File: src/rtl/reg_dump_ctrl_pkg.sv
// rtl/reg_dump_ctrl_pkg.sv - shared constants and FSM encoding for the register dump sequencer
package reg_dump_ctrl_pkg;

    localparam int REG_COUNT  = 32;
    localparam int DEF_ADDR_W = 5;
    localparam int DEF_DATA_W = 32;

    localparam logic [1:0] ST_IDLE_ENC    = 2'd0;
    localparam logic [1:0] ST_READ_ENC    = 2'd1;
    localparam logic [1:0] ST_PRESENT_ENC = 2'd2;
    localparam logic [1:0] ST_DONE_ENC    = 2'd3;

    typedef enum logic [1:0] {
        ST_IDLE    = ST_IDLE_ENC,
        ST_READ    = ST_READ_ENC,
        ST_PRESENT = ST_PRESENT_ENC,
        ST_DONE    = ST_DONE_ENC
    } dump_state_t;

endpackage

File: src/rtl/reg_dump_ctrl.sv
// rtl/reg_dump_ctrl.sv - walks a register range through a spare read port and streams index/value words
//
// Ports:
//   clk, rst            clock, asynchronous active-high reset
//   start, abort        begin a dump (IDLE only) / cancel the running dump
//   readReg, readData   register file read port (read data is combinational from readReg)
//   out_valid/out_ready handshake for the captured word on out_index/out_data
//   busy, done, count   status: not idle, one-cycle completion pulse, words delivered
//
// Build option: REG_DUMP_SKIP_ZERO_EN suppresses words whose value reads as zero.
module reg_dump_ctrl
    import reg_dump_ctrl_pkg::*;
#(
    parameter int FIRST_REG = 0,
    parameter int LAST_REG  = REG_COUNT - 1,
    parameter int DATA_W    = DEF_DATA_W,
    parameter int ADDR_W    = DEF_ADDR_W
) (
    input  logic              clk,
    input  logic              rst,
    input  logic              start,
    input  logic              abort,
    output logic [ADDR_W-1:0] readReg,
    input  logic [DATA_W-1:0] readData,
    output logic              out_valid,
    input  logic              out_ready,
    output logic [ADDR_W-1:0] out_index,
    output logic [DATA_W-1:0] out_data,
    output logic              busy,
    output logic              done,
    output logic [ADDR_W:0]   count
);

    localparam logic [ADDR_W-1:0] FIRST_IDX = ADDR_W'(FIRST_REG);
    localparam logic [ADDR_W-1:0] LAST_IDX  = ADDR_W'(LAST_REG);

    dump_state_t       state;
    logic [ADDR_W-1:0] idx;
    logic              handshake;
    logic              at_last;
    logic              skip_word;

    // idx parks at FIRST_IDX whenever idle, so it can drive the read port directly
    assign readReg   = idx;
    assign handshake = out_valid & out_ready;
    assign at_last   = (idx == LAST_IDX);

`ifdef REG_DUMP_SKIP_ZERO_EN
    assign skip_word = (readData == '0);
`else
    assign skip_word = 1'b0;
`endif

    always_ff @(posedge clk or posedge rst) begin
        if (rst) begin
            state     <= ST_IDLE;
            idx       <= FIRST_IDX;
            out_valid <= 1'b0;
            out_index <= '0;
            out_data  <= '0;
            busy      <= 1'b0;
            done      <= 1'b0;
            count     <= '0;
        end else begin
            done <= 1'b0;

            // A word accepted in the abort cycle still counts as delivered
            if (handshake) begin
                count <= count + (ADDR_W + 1)'(1);
            end

            if (abort && (state != ST_IDLE)) begin
                state     <= ST_IDLE;
                idx       <= FIRST_IDX;
                out_valid <= 1'b0;
                busy      <= 1'b0;
            end else begin
                case (state)
                    ST_IDLE: begin
                        if (start) begin
                            idx   <= FIRST_IDX;
                            count <= '0;
                            busy  <= 1'b1;
                            state <= ST_READ;
                        end
                    end

                    ST_READ: begin
                        if (skip_word) begin
                            if (at_last) begin
                                done  <= 1'b1;
                                state <= ST_DONE;
                            end else begin
                                idx <= idx + ADDR_W'(1);
                            end
                        end else begin
                            out_data  <= readData;
                            out_index <= idx;
                            out_valid <= 1'b1;
                            state     <= ST_PRESENT;
                        end
                    end

                    ST_PRESENT: begin
                        if (out_ready) begin
                            out_valid <= 1'b0;
                            if (at_last) begin
                                done  <= 1'b1;
                                state <= ST_DONE;
                            end else begin
                                idx   <= idx + ADDR_W'(1);
                                state <= ST_READ;
                            end
                        end
                    end

                    ST_DONE: begin
                        idx   <= FIRST_IDX;
                        busy  <= 1'b0;
                        state <= ST_IDLE;
                    end

                    default: begin
                        state <= ST_IDLE;
                    end
                endcase
            end
        end
    end

endmodule

File: config.mk
export PLATFORM = sky130hd
export DESIGN_NAME = reg_dump_ctrl
export DESIGN_NICKNAME = d
export VERILOG_FILES = /design/src/rtl/reg_dump_ctrl_pkg.sv /design/src/rtl/reg_dump_ctrl.sv
export SDC_FILE = /design/constraint.sdc
export NUM_CORES = 1
export LEC_CHECK = 0
export ABC_CLOCK_PERIOD_IN_PS = 4650
export BUFFER_PORTS_ARGS = -buffer_cell sky130_fd_sc_hd__buf_2
export CAP_MARGIN = 20
export CORE_MARGIN = 3
export CORE_UTILIZATION = 51
export CTS_CLUSTER_DIAMETER = 60
export CTS_CLUSTER_SIZE = 30
export DETAILED_ROUTE_END_ITERATION = 6
export PLACE_DENSITY = 0.95
export SETUP_SLACK_MARGIN = 0.5
export SYNTH_ARGS = -nofsm -noshare
export SYNTH_HDL_FRONTEND = slang
export SYNTH_SLANG_ARGS = --single-unit
File: constraint.sdc
create_clock -name clk -period 4.65 [get_ports clk]
set_input_delay 0.93 -clock clk [delete_from_list [all_inputs] [get_ports clk]]
set_output_delay 0.93 -clock clk [all_outputs]
set_load 0.02 [all_outputs]
Yosys cells after proc, flatten, opt, wreduce, memory -nomap -nowiden
Index checks and enable logic that the tools add are counted.
{"block": "classes", "n_shift": 0, "mul": 0, "muxes": 24, "reduce_logical": 10, "n_eq_ne": 8, "n_div": 0, "magnitude_cmp": 0, "bitwise": 2, "add_sub_neg": 2}
{"operator": "2-to-1 mux 6 bit", "count": 4}
{"operator": "2-to-1 mux 5 bit", "count": 4}
{"operator": "case mux 5 bit (3 select lines)", "count": 1}
{"operator": "!= test 3 bit, second input constant", "count": 3}
{"operator": "2-to-1 mux 1 bit", "count": 8}
{"operator": "2-to-1 mux 2 bit", "count": 4}
{"operator": "case mux 2 bit (4 select lines)", "count": 1}
{"operator": "AND reduction 2 bit", "count": 4}
{"operator": "adder 6 x 1 -> 6 bit, second input constant", "count": 1}
{"operator": "nonzero test 3 bit", "count": 2}
{"operator": "adder 5 x 1 -> 5 bit, second input constant", "count": 1}
{"operator": "== test 5 bit, second input constant", "count": 1}
{"operator": "== test 2 bit, second input constant", "count": 2}
{"operator": "case mux 1 bit (2 select lines)", "count": 2}
{"operator": "AND reduction 4 bit", "count": 1}
{"operator": "== test 2 x 1 -> 1 bit, second input constant", "count": 1}
{"operator": "zero test 2 bit", "count": 1}
{"operator": "!= test 2 bit, second input constant", "count": 1}
{"operator": "nonzero test 2 bit", "count": 1}
{"operator": "AND 1 bit", "count": 1}
{"operator": "logical AND 1 bit", "count": 1}
{"operator": "NOT 1 bit", "count": 1}
{"block": "totals", "word_cells": 54, "out_inout_bits": 51, "n_memories": 0, "latchBits": 0, "in_bits": 37, "ram_bits": 0, "ff_bits": 53, "rom_bits": 0}

Logic depth before layout (Yosys ltp)
{"block": "depth", "word_depth": 5, "mapped_depth": 6, "depth_no_buf": 6}

Worst setup path before layout
OpenSTA, ideal clock, no wires.
{"block": "synth_path", "path_type": "input to register", "start": "input abort", "end": "register out_data[10]", "n_path_buf": 2, "arrival_ns": 1.733, "required_ns": 4.525, "setup_time_ns": 0.125, "setup_slack_ns": 2.793, "cell_stages": 4, "cell_sequence": "nor3b_2 -> buf_6 -> buf_6 -> mux2_2"}
{"block": "synth_via", "elab_chain_cells": 3}
{"item": "start: declaration", "line": "reg_dump_ctrl.sv:22", "rtl": "input logic abort,"}
{"item": "logical AND 1 bit", "line": "reg_dump_ctrl.sv:72", "rtl": "if (abort && (state != ST_IDLE)) begin"}
{"item": "NOT 1 bit (no source line)"}
{"item": "AND reduction 2 bit (no source line)"}
{"item": "end signal: assignment", "line": "reg_dump_ctrl.sv:97", "rtl": "out_data <= readData;"}
{"item": "end: declaration", "line": "reg_dump_ctrl.sv:28", "rtl": "output logic [DATA_W-1:0] out_data,"}
Every way passes these cells.
A chain may end at the register's enable or synchronous reset.

Worst setup path after layout
{"block": "layout_path", "start": "input abort", "end": "register out_data[13]"}
Same word-level chain as after synthesis.

==> impl_metrics.env <==
export IMPL_path_clk_slew_ps=90
export IMPL_drc_errors=0
export IMPL_vdd_drop_max_mv=0.306
export IMPL_tritoncts="built"
export IMPL_post_drt_wl_per_cell_um=14.1
export IMPL_critPathArrivalTime_ps=2540
export IMPL_fillers=318
export IMPL_antenna_left=0
export IMPL_setup_slack_ps=2300
export IMPL_die_y_um=71.8
export IMPL_dp_cells=292
export IMPL_grt_pass1_vias=1605
export IMPL_synth_fp_nets=200
export IMPL_power_frac_seq_pct=45.3
export IMPL_nNetsFinal=290
export IMPL_finalSetupTns_ps=0
export IMPL_dp_hpwl_mm=3.16
export IMPL_reg2reg_depth=3
export IMPL_routed_wl_mm=4.26
export IMPL_pwr_share_clk_pct=22.0
export IMPL_die_x_um=71.8
export IMPL_placed_area_mm2=0.00267
export IMPL_grt_remaining_overflow=0
export IMPL_worstPathRequired_ps=4840
export IMPL_reg2reg_to="out_data[13]"
export IMPL_ys_seq_elements=53
export IMPL_synth_distinct_cells=30
export IMPL_fin_cells=301
export IMPL_clkSinkCount=53
export IMPL_cts_root_buf="clkbuf_8"
export IMPL_avgSynthCellArea_um2=13.8
export IMPL_criticalPathCategory="in2reg"
export IMPL_grt_pass1_wl_mm=7.10
export IMPL_syn_inst=160
export IMPL_grt_max_degree=54
export IMPL_outcome="finished clean"
export IMPL_max_slew_margin_pct=45.2
export IMPL_crit_path_start="abort"
export IMPL_firstDrtPassIters=4
export IMPL_hold_viol=0
export IMPL_p_sw_w=0.000499
export IMPL_p_total_w=0.00146
export IMPL_stdcell_area_mm2=0.00281
export IMPL_netlist_area_mm2=0.00221
export IMPL_drt_initial_drc_count=67
export IMPL_fin_skew_ps=7.52
export IMPL_track_usage_pct=17.5
export IMPL_post_place_ws_ps=1930
export IMPL_postCtsHoldBufs=0
export IMPL_postCtsResizedCells=0
export IMPL_drv_slew=0
export IMPL_r2r_slack_ps=2460
export IMPL_crit_chain="buf_2 -> nor3b_4 -> buf_4 -> mux2_2"
export IMPL_ys_warn_count=0
export IMPL_via_per_inst=5.23
export IMPL_rows=23
export IMPL_power_leakage_nw=1.40
export IMPL_worstHoldStart="out_data[9]"
export IMPL_drive_gt1_share_pct=55.8
export IMPL_post_cts_buffers=0
export IMPL_period_minus_slack_ps=2350
export IMPL_p_per_area_mw_per_mm2=520
export IMPL_grt_antenna_before_repair=0
export IMPL_cap_viol_max_count=0
export IMPL_crit_path_max_incr_delay_ps=690
export IMPL_syn2layout_area_growth_pct=27.2
export IMPL_swShare_pct=34.2
export IMPL_worst_pin_slew_ps=821
export IMPL_initial_utilization_pct=54.0
export IMPL_setup_violations=0
export IMPL_die_area_mm2=0.00515
export IMPL_regToRegStartpoint="state[0]"
export IMPL_coreArea_mm2=0.00409
export IMPL_ioPinCount=88
export IMPL_clock_latency_ps=300
export IMPL_gp_congestion=0.736
export IMPL_cts_buffer_depth=2
export IMPL_num_vias=1573
export IMPL_port_buffers=87
export IMPL_htree_levels=2
export IMPL_ys_seq_area_share_pct=60.1
export IMPL_numCtsBuffers=5
export IMPL_combPwrFrac_pct=32.8
export IMPL_finalCritPeriodShare_pct=50.6
export IMPL_antennaDiodeCount=0
export IMPL_endpoint_kind="flip-flop"
export IMPL_p_int_w=0.000961
export IMPL_fmax_ghz=0.425
export IMPL_cp_max_fo=21
export IMPL_slowest_stage="nor3b_4"
export IMPL_crit_path_end="out_data[13]"
export IMPL_rsz0062_at_grt="no"
export IMPL_startpoint_type="primary input"
export IMPL_min_path_type="reg2reg"
[sequential cells by signal (all words and copies together) (netlist names)]
signal	cells
out_data	32
count	6
done	1
busy	1
out_valid	1
state	2
readReg	5
out_index	5
[worst min-delay path by stage]
stage                         endpoint  depth (start not counted)
after floorplan               state[0]                          2
after global placement    out_data[10]                          1
after detailed placement  out_index[2]                          1
after CTS                 out_index[2]                          1
after global routing      out_data[10]                          1
final                      out_data[9]                          1
[cells by family after synthesis]
logic type / after synthesis / share of synthesized area [%]
flip-flops: 53 / 60.1
multiplexers: 40 / 20.3
AND/OR/NAND/NOR: 31 / 8.45
AO/OA/AOI/OAI: 18 / 5.16
buffers and inverters: 13 / 3.51
adder cells (fa/ha/maj): 3 / 1.70
XOR/XNOR: 2 / 0.794
[critical path: cells and delay by family]
kind	cells	cell delay, ps
AND/OR/NAND/NOR	1	690
buffers and inverters	2	550
multiplexers	1	370
[Yosys cell counts]
master,count,area share [%]
a21o_1,1,0.34
a21oi_1,6,1.4
a2bb2oi_2,1,0.68
and3_1,2,0.57
buf_2,2,0.45
buf_4,1,0.34
buf_6,3,1.5
dfrtp_1,53,60
ha_1,3,1.7
inv_1,7,1.2
mux2_2,38,19
mux2i_1,2,0.91
nand2_1,4,0.68
nand2_2,1,0.28
nand2b_1,3,0.85
nand3_1,6,1.4
nand3b_1,1,0.34
nand4_1,3,0.85
nor2_1,3,0.51
nor2b_1,1,0.28
nor3b_1,1,0.34
nor3b_2,2,1.1
o211ai_1,2,0.68
o21ai_0,6,1.4
o221ai_1,1,0.40
o31ai_1,1,0.34
or2b_1,1,0.34
or3_1,2,0.57
or4_1,1,0.34
xor2_1,2,0.79
[layer usage]
metal / GRT usage [%] / routed length (um) / vias to the layer above / part of all wire, %
met2: 30.2 / 2200 / 50 / 52
li1: - / - / 747 / -
met5: 0 / 0 / - / 0
met4: 3.76 / 35 / 0 / 0.82
met3: 6.17 / 323 / 5 / 7.6
met1: 21.1 / 1700 / 771 / 40
[power by group through the flow]
stage	logic, W	registers [W]	clock network (W)
CTS	0.000486	0.000663	0.000327
global route	0.000513	0.000681	0.000351
global placement	0.000469	0.000663	0
finish	0.000478	0.000661	0.000320
detailed placement	0.000485	0.000671	0
floorplan	0.000167	0.000812	0
[layout by cell type, fill, tap and decap left out, types with 3 or more instances in the layout]
master and instances:
dfrtp_1 53, buf_2 87, nand2_1 4, a21oi_1 6, nand2b_1 3, clkbuf_8 6, nor2_1 3, nand3_1 6
ha_1 3, inv_1 6, mux2_2 38, nand4_1 3, o21ai_0 6
[area by class of cell]
cell class,count,area [um^2],share of cell area [%]
Multi-Input combinational cell,94,810,28.8
Timing Repair Buffer,89,463,16.5
Sequential cell,53,1330,47.2
Clock inverter,2,37.5,1.34
Inverter,7,26.3,0.936
Clock buffer,6,82.6,2.94
Tap cell,50,62.6,2.23
[stage by stage]
stage	util, %	hold WS [ps]
global placement	65.3	485
floorplan	-	529
detailed placement	65.3	490
CTS	68.2	511
finish	68.7	508
global route	68.7	524
(Power assumes the default switching activity.)
